### src/rtl/pc_pkg.sv
// Shared definitions for the PC fetch unit: opcodes, FSM state encoding, word width.
package pc_pkg;

    localparam int INSTR_W = 32;

    localparam logic [5:0] OP_J   = 6'h02;
    localparam logic [5:0] OP_JAL = 6'h03;
    localparam logic [5:0] OP_BEQ = 6'h04;
    localparam logic [5:0] OP_BNE = 6'h05;

    typedef enum logic [1:0] {
        ST_RUN  = 2'd0,
        ST_HOLD = 2'd1,
        ST_HALT = 2'd2
    } fetch_state_e;

endpackage

### src/rtl/next_pc_calc.sv
// Combinational next-PC candidates: pc+4, J/JAL target, branch target, predict decision.
// Backward BEQ/BNE prediction is only generated when STATIC_PREDICT_EN is defined.
module next_pc_calc
    import pc_pkg::*;
#(
    parameter int ADDR_W = 32
) (
    input  logic [ADDR_W-1:0]  pc,
    input  logic [INSTR_W-1:0] instr,
    output logic [ADDR_W-1:0]  pc_plus4,
    output logic [ADDR_W-1:0]  jump_target,
    output logic [ADDR_W-1:0]  branch_target,
    output logic               is_jump,
    output logic               pred_br
);

    logic [5:0] opcode;

    always_comb begin
        opcode        = instr[31:26];
        pc_plus4      = pc + ADDR_W'(4);
        // Region bits above 27 come from pc+4; the low 28 bits from the index.
        jump_target        = pc_plus4;
        jump_target[27:0]  = {instr[25:0], 2'b00};
        branch_target = pc_plus4 + {{(ADDR_W-18){instr[15]}}, instr[15:0], 2'b00};
        is_jump       = (opcode == OP_J) || (opcode == OP_JAL);
`ifdef STATIC_PREDICT_EN
        pred_br       = ((opcode == OP_BEQ) || (opcode == OP_BNE)) && instr[15];
`else
        pred_br       = 1'b0;
`endif
    end

endmodule

### src/rtl/pc_fetch_unit.sv
// Fetch-stage PC register with stall hold, pending-redirect latch and halt/restart.
// Static backward-branch prediction is enabled by defining STATIC_PREDICT_EN.
module pc_fetch_unit
    import pc_pkg::*;
#(
    parameter int                ADDR_W    = 32,
    parameter logic [ADDR_W-1:0] RESET_VEC = '0
) (
    input  logic               clk,
    input  logic               reset_n,
    input  logic               stall,
    input  logic [INSTR_W-1:0] instr,
    input  logic               instr_valid,
    input  logic               redirect_valid,
    input  logic [ADDR_W-1:0]  redirect_pc,
    input  logic               halt_req,
    output logic [ADDR_W-1:0]  pc,
    output logic               pc_valid,
    output logic [ADDR_W-1:0]  pc_plus4,
    output logic               pred_taken,
    output logic               halted,
    output logic               misalign_err
);

    fetch_state_e      state_q, state_d;
    logic [ADDR_W-1:0] pc_q, pc_d;
    logic [ADDR_W-1:0] pend_q, pend_d;
    logic              pc_valid_q, pc_valid_d;
    logic              pred_q, pred_d;
    logic              mis_q, mis_d;

    logic [ADDR_W-1:0] jump_target, branch_target, tgt;
    logic              is_jump, pred_br, apply;

    next_pc_calc #(.ADDR_W(ADDR_W)) u_calc (
        .pc            (pc_q),
        .instr         (instr),
        .pc_plus4      (pc_plus4),
        .jump_target   (jump_target),
        .branch_target (branch_target),
        .is_jump       (is_jump),
        .pred_br       (pred_br)
    );

    always_comb begin
        state_d = state_q;
        pc_d    = pc_q;
        pend_d  = pend_q;
        pred_d  = pred_q;
        mis_d   = 1'b0;
        apply   = 1'b0;
        tgt     = redirect_pc;
        case (state_q)
            ST_RUN: begin
                if (redirect_valid && !stall) begin
                    apply = 1'b1;
                end else if (redirect_valid) begin
                    pend_d  = redirect_pc;
                    state_d = ST_HOLD;
                end else if (!stall) begin
                    if (halt_req) begin
                        state_d = ST_HALT;
                    end else if (instr_valid && is_jump) begin
                        pc_d   = jump_target;
                        pred_d = 1'b0;
                    end else if (instr_valid && pred_br) begin
                        pc_d   = branch_target;
                        pred_d = 1'b1;
                    end else begin
                        pc_d   = pc_plus4;
                        pred_d = 1'b0;
                    end
                end
            end
            ST_HOLD: begin
                // Newest redirect wins, both while stalled and on the release cycle.
                if (stall) begin
                    if (redirect_valid) pend_d = redirect_pc;
                end else begin
                    apply   = 1'b1;
                    if (!redirect_valid) tgt = pend_q;
                    state_d = ST_RUN;
                end
            end
            ST_HALT: begin
                if (redirect_valid) begin
                    apply   = 1'b1;
                    state_d = ST_RUN;
                end
            end
            default: state_d = ST_RUN;
        endcase
        if (apply) begin
            pc_d   = {tgt[ADDR_W-1:2], 2'b00};
            pred_d = 1'b0;
            mis_d  = |tgt[1:0];
        end
        pc_valid_d = (state_d != ST_HALT);
    end

    always_ff @(posedge clk or negedge reset_n) begin
        if (!reset_n) begin
            state_q    <= ST_RUN;
            pc_q       <= RESET_VEC;
            pend_q     <= '0;
            pc_valid_q <= 1'b0;
            pred_q     <= 1'b0;
            mis_q      <= 1'b0;
        end else begin
            state_q    <= state_d;
            pc_q       <= pc_d;
            pend_q     <= pend_d;
            pc_valid_q <= pc_valid_d;
            pred_q     <= pred_d;
            mis_q      <= mis_d;
        end
    end

    assign pc           = pc_q;
    assign pc_valid     = pc_valid_q;
    assign pred_taken   = pred_q;
    assign halted       = (state_q == ST_HALT);
    assign misalign_err = mis_q;

endmodule

### config.mk
export PLATFORM = sky130hd
export DESIGN_NAME = pc_fetch_unit
export DESIGN_NICKNAME = d
export VERILOG_FILES = /design/src/rtl/pc_pkg.sv /design/src/rtl/next_pc_calc.sv /design/src/rtl/pc_fetch_unit.sv
export SDC_FILE = /design/constraint.sdc
export NUM_CORES = 1
export LEC_CHECK = 0
export ABC_CLOCK_PERIOD_IN_PS = 1900
export CAP_MARGIN = 10
export CORE_MARGIN = 2
export CORE_UTILIZATION = 42
export DETAILED_ROUTE_END_ITERATION = 10
export PLACE_DENSITY = 0.88
export REMOVE_ABC_BUFFERS = 1
export SLEW_MARGIN = 20
export SYNTH_ARGS = -nofsm -noshare
export SYNTH_HDL_FRONTEND = slang
export SYNTH_SLANG_ARGS = --single-unit
export TNS_END_PERCENT = 50
### constraint.sdc
create_clock -name clk -period 1.9 [get_ports clk]
set_input_delay 0.38 -clock clk [delete_from_list [all_inputs] [get_ports clk]]
set_output_delay 0.38 -clock clk [all_outputs]
set_load 0.005 [all_outputs]
## Word-level counts from Yosys, hierarchy flattened

Index checks and enable logic that the tools add are counted.

| storage, ports and cells | value |
|---|---|
| register bits after elaboration | 69 |
| input port bits | 70 |
| output and inout port bits | 68 |

| operators by class | value |
|---|---|
| add/sub/neg operators | 1 |
| eq/ne operators | 11 |
| multiplexer cells | 31 |
| reduce and logical (&&, ||, !) cells | 10 |

Operators with widths:

| operator | count |
|---|---|
| $mux W32 | 11 |
| $pmux W32 S2 | 1 |
| $add A32 B3 Y32 const B | 1 |
| $mux W28 | 1 |
| $eq A6 B2 Y1 const B | 2 |
| $mux W2 | 6 |
| $mux W1 | 10 |
| $ne A2 B2 Y1 const B | 4 |
| $ne A2 B1 Y1 const B | 3 |
| $pmux W2 S3 | 1 |
| $reduce_and A5 Y1 | 1 |
| $reduce_bool A2 Y1 | 2 |
| $pmux W1 S3 | 1 |
| $reduce_and A3 Y1 | 1 |
| $eq A2 B1 Y1 const B | 1 |
| $eq A2 B2 Y1 const B | 1 |
| $logic_and A1 B1 Y1 | 2 |
| $logic_not A2 Y1 | 1 |
| $reduce_or A2 Y1 | 1 |
| $logic_not A1 Y1 | 1 |
| $logic_or A1 B1 Y1 | 1 |

## Logic depth before layout (Yosys ltp)

| depth | value |
|---|---|
| depth after elaboration | 10 |
| depth in mapped cells | 8 |
| depth with buffers taken out | 6 |

## Cells and area by module

From an unflattened synthesis, not the netlist that was laid out.

| unflattened totals | value |
|---|---|
| cells, all modules | 785 |
| area, all modules | 6533.8 µm² |

Modules (own cells, without submodules):

| module | instances | cells an instance | area an instance (µm²) | sequential area each (µm²) |
|---|---|---|---|---|
| pc_fetch_unit | 1 | 417 | 3872.5 | 1726.7 |
| next_pc_calc | 1 | 368 | 2661.3 | 0.0 |

## Worst setup path before layout

No wires, ideal clock.

| path | value |
|---|---|
| path kind | input -> register |
| start | input port redirect_valid |
| end | register pc_q[25], in the netlist pc[25] |
| arrival time | 1.775 ns |
| required time | 1.765 ns |
| setup slack | -0.010 ns |
| cell stages on the path | 7 |
| path buffers | 2 |
| cell sequence | buf_6 > or4b_4 > buf_6 > mux2_4 > a22oi_1 > o31a_1 > o22ai_1 |

| on the way | value |
|---|---|
| word-level cells in the longest chain between the ends | 5 |
| elaborated cells between the ends (all ways) | 14 |
| those cells by class | eq/ne: 4; mux: 7; reduce/logical: 3 |

RTL lines:

| item | line | text |
|---|---|---|
| from (decl) | pc_fetch_unit.sv:14 | `input logic redirect_valid,` |
| $logic_and A1 B1 Y1 | pc_fetch_unit.sv:55 | `if (redirect_valid && !stall) begin` |
| $mux W1 | pc_fetch_unit.sv:55 |  |
| $pmux W1 S3 | pc_fetch_unit.sv:53 | `case (state_q)` |
| $ne A2 B2 Y1 (no source line) (tied with other cells) | n/a |  |
| $reduce_and A5 Y1 (no source line) | n/a |  |
| to (signal assigned) | pc_fetch_unit.sv:111 | `pc_q <= pc_d;` |
| to (decl) | pc_fetch_unit.sv:26 | `logic [ADDR_W-1:0] pc_q, pc_d;` |

Several ways; a longest one is shown, not always the timed one.
A chain may end at the register's enable or synchronous reset.

## Final worst setup path

| path | value |
|---|---|
| start | register pc_q[11], in the netlist pc[11] |
| end | output port pc_plus4[18] |

| on the way | value |
|---|---|
| word-level cells in the longest chain between the ends | 1 |

RTL lines:

| item | line | text |
|---|---|---|
| $add A32 B3 Y32 | next_pc_calc.sv:21 | `pc_plus4 = pc + ADDR_W'(4);` |
| to (decl) | pc_fetch_unit.sv:19 | `output logic [ADDR_W-1:0] pc_plus4,` |

Every way passes these cells.

==> flow_summary.json <==
{
  "die_x_um": 104,
  "status": "finished with violations",
  "nets": 807,
  "port_buffers": 131,
  "placed_cell_area_um2": 6430,
  "cts_tree": "yes",
  "clk_latency_ns": 0.36,
  "cts_buffers": 9,
  "wire_per_inst_um": 23.7,
  "startpoint_type": "flop",
  "htreeDepth": 3,
  "layout-drive-gt1-share_pct": 46.8,
  "p_comb_share_pct": 50.1,
  "track_usage_pct": 33.7,
  "crit_type": "reg2out",
  "period_needed_ns": 2.52,
  "grt_pass1_vias": 5368,
  "die-area_um2": 10700,
  "syn_area_um2": 4170,
  "syn_inst": 441,
  "clockRootBuffer": "clkbuf_8",
  "rsz0062_at_grt": "yes",
  "drc": 0,
  "drt-initial-drc-count": 456,
  "synth_top_area_cell": "dfrtp_1",
  "endpoint_kind": "output port",
  "slowest_stage": "dfrtp_1",
  "synth_top_family_by_area": "simple AND/OR/NAND/NOR gates",
  "total_power_mw": 6.71,
  "dp_slack_ns": -0.556,
  "grt_antenna_before_repair": 0,
  "yosysSeqAreaShare_pct": 39.6,
  "intPower_mw": 4.26,
  "grt.busiest_layer": "met2",
  "synth_top_area_share_pct": 39.6,
  "yosys-top-cells-count": "dfrtp_1, nand2_1, mux2_2, a21oi_1, nor2_1",
  "grt_max_degree": 67,
  "start_util_pct": 42.9,
  "cp_cell_sequence": "nand4_4 > buf_6 > nor2_4 > buf_6 > nand4_1 > buf_4 > xnor2_1 > buf_2",
  "fp-row-count": 36,
  "rr_startpoint": "pc[7]$_DFFE_PN0P_",
  "dr.pass1.iters": 5,
  "yosys.area_share.simple_pct": 18.2,
  "design_area_um2": 7810,
  "crit_top_cell": "buf_6",
  "cp_slowest_stage_delay_ns": 0.44,
  "rr_endpoint": "pc[26]$_DFFE_PN0P_",
  "met3_usage_pct": 7.17,
  "fin_util_pct": 80.2,
  "fin_ws_ns": -0.622,
  "met1_usage_pct": 38.0,
  "ys_seq_elements": 66,
  "crit_fanout": 5,
  "synth_top_flop_cell": "dfrtp_1",
  "worst_ep_required_time_ns": 1.52,
  "violations": "negative setup slack",
  "vias_per_cell": 6.09,
  "cp-startpoint": "pc[11]$_DFFE_PN0P_",
  "synth_edf_count": 0,
  "grt_overflow_total": 0,
  "finalHoldViolCount": 0,
  "drv_cap": 0,
  "fin_setup_tns_ns": -12.05,
  "yosysMostFrequentCell": "dfrtp_1",
  "drv_slew": 0,
  "synth_xor_area_share_pct": 5.88,
  "hold_path_class": "in2async",
  "leakage_nw": 3.70,
  "cp.arrival_ns": 2.14,
  "syn2layout_area_growth_pct": 87.1,
  "fin_crit_sh_pct": 133,
  "powerDensity_nw_per_um2": 860,
  "fillers": 525,
  "synth-compound-area-share_pct": 17.9,
  "syn_avg_cell_area_um2": 9.46,
  "clock_skew_ns": 0.0114,
  "clk_pin_slew_ns": 0.08,
  "peakVddDrop_uv": 627,
  "use_met2_pct": 58.6,
  "fp.dieH_um": 104,
  "coreArea_um2": 9730,
  "vias": 5321,
  "wirelength_um": 20700,
  "yosysWarnings": 0,
  "maxSlewHeadroom_pct": 44.3,
  "switching_share_pct": 36.6,
  "reg2reg_depth": 11,
  "setup_viol": 41,
  "async_reset_ff_share_pct": 100,
  "ant_nets": 0,
  "cts_hold_buf": 0,
  "cts_max_path_buffers": 2,
  "hpwl_um": 11000,
  "power_switching_mw": 2.45,
  "clock-sinks": 66,
  "regToRegSetupSlack_ns": -0.38,
  "synthAdderAreaFrac_pct": 0.300,
  "clockPowerShare_pct": 20.3,
  "worst_pin_slew_ns": 0.823,
  "grt_pass1_wl_um": 28700,
  "gp_congestion": 0.933,
  "fmax_ghz": 0.396,
  "synth_area_leaders": "dfrtp_1, mux2_2, nand2_1",
  "io_pins": 138,
  "n_antenna_cell": 0,
  "synth_cell_types": 61,
  "seqPwrFrac_pct": 29.6,
  "muxShareOfSynthArea_pct": 12.6
}
==> cells in the final DEF (no fill, tap or decap), types with 6 or more instances in the layout <==
| cell | synthesis | layout |
|---|---|---|
| nor2_4 | 0 | 6 |
| mux2i_1 | 7 | 6 |
| nand2_1 | 51 | 45 |
| nand3_4 | 0 | 7 |
| buf_2 | 7 | 27 |
| o21ai_0 | 23 | 17 |
| inv_1 | 14 | 14 |
| dfrtp_1 | 66 | 64 |
| nor3_1 | 9 | 6 |
| clkbuf_8 | 0 | 9 |
| nand4_1 | 11 | 11 |
| nor2_1 | 24 | 16 |
| o21ai_1 | 7 | 8 |
| dlymetal6s2s_1 | 0 | 14 |
| buf_6 | 4 | 43 |
| a21oi_1 | 30 | 26 |
| o31a_1 | 6 | 6 |
| xnor2_1 | 20 | 8 |
| mux2_2 | 35 | 34 |
| buf_4 | 5 | 127 |
| xnor2_2 | 0 | 11 |
| clkdlybuf4s50_1 | 0 | 85 |
| nand3_1 | 16 | 9 |
| buf_12 | 0 | 9 |
==> worst max-delay path: cells and delay by family (launching register included) <==
kind,cells,cell delay (ns)
DFF,1,0.44
xor gates and xnor gates,1,0.13
and+or+nand+nor,3,0.52
buffers and inverters,4,0.68
==> per-stage QoR <==
stage          hold WS [ns]  std cells
2_1_floorplan        0.0844        414
3_5_place_dp          0.431        793
6_report             0.0368        874
3_3_place_gp          0.425        793
5_1_grt              0.0530        874
4_1_cts              0.0617        858
==> final cells by class <==
type / instances / area (um2) / area share (%)
Multi-Input combinational cell: 334 / 2890 / 37.0
Timing Repair Buffer: 311 / 2830 / 36.3
Sequential cell: 66 / 1650 / 21.2
Tap cell: 133 / 166 / 2.13
Clock buffer: 9 / 124 / 1.59
Clock inverter: 7 / 93.8 / 1.20
Inverter: 14 / 52.6 / 0.673
==> power by group through the flow <==
stage | sequential, mW | clock (mW) | combinational [mW]
floorplan | 2.04 | 0 | 0.842
global placement | 1.90 | 0 | 2.66
detailed placement | 1.93 | 0 | 2.73
CTS | 1.94 | 1.33 | 2.86
global route | 2.01 | 1.44 | 3.51
finish | 1.99 | 1.36 | 3.36
==> registers in the layout, indices dropped and copies added, names as in the netlist <==
name / cells
pc_valid: 1
pend_q: 32
state_q: 2
pc: 30
misalign_err: 1
==> what timing repair did <==
item,CTS,global route
setup endpoints to repair,52,62
gates cloned,0,1
pin swaps,50,58
setup buffers,49,36
resized for setup,171,117
==> worst max path at each step <==
| stage | endpoint | depth (start not counted) |
|---|---|---|
| after floorplan | pc[17]$_DFFE_PN0P_ | 4 |
| after global placement | pc_plus4[31] | 5 |
| after detailed placement | pc_plus4[31] | 5 |
| after CTS | pc_plus4[22] | 8 |
| after global routing | pc_plus4[18] | 8 |
| final | pc_plus4[18] | 8 |
==> routing by layer <==
layer  share of wire, %  up-vias
met2                 48      443
li1                   -     2196
met5                  0        -
met3                9.5      167
met1                 34     2515
met4                8.1        0
==> cell families after synthesis <==
kind of cell    Yosys count
mux                      46
xor+xnor                 28
flops                    66
other cells               1
simple gates            143
buf+inv                  45
fa+ha+maj                 1
compound gates          111
Power figures use the tool's default switching activity.
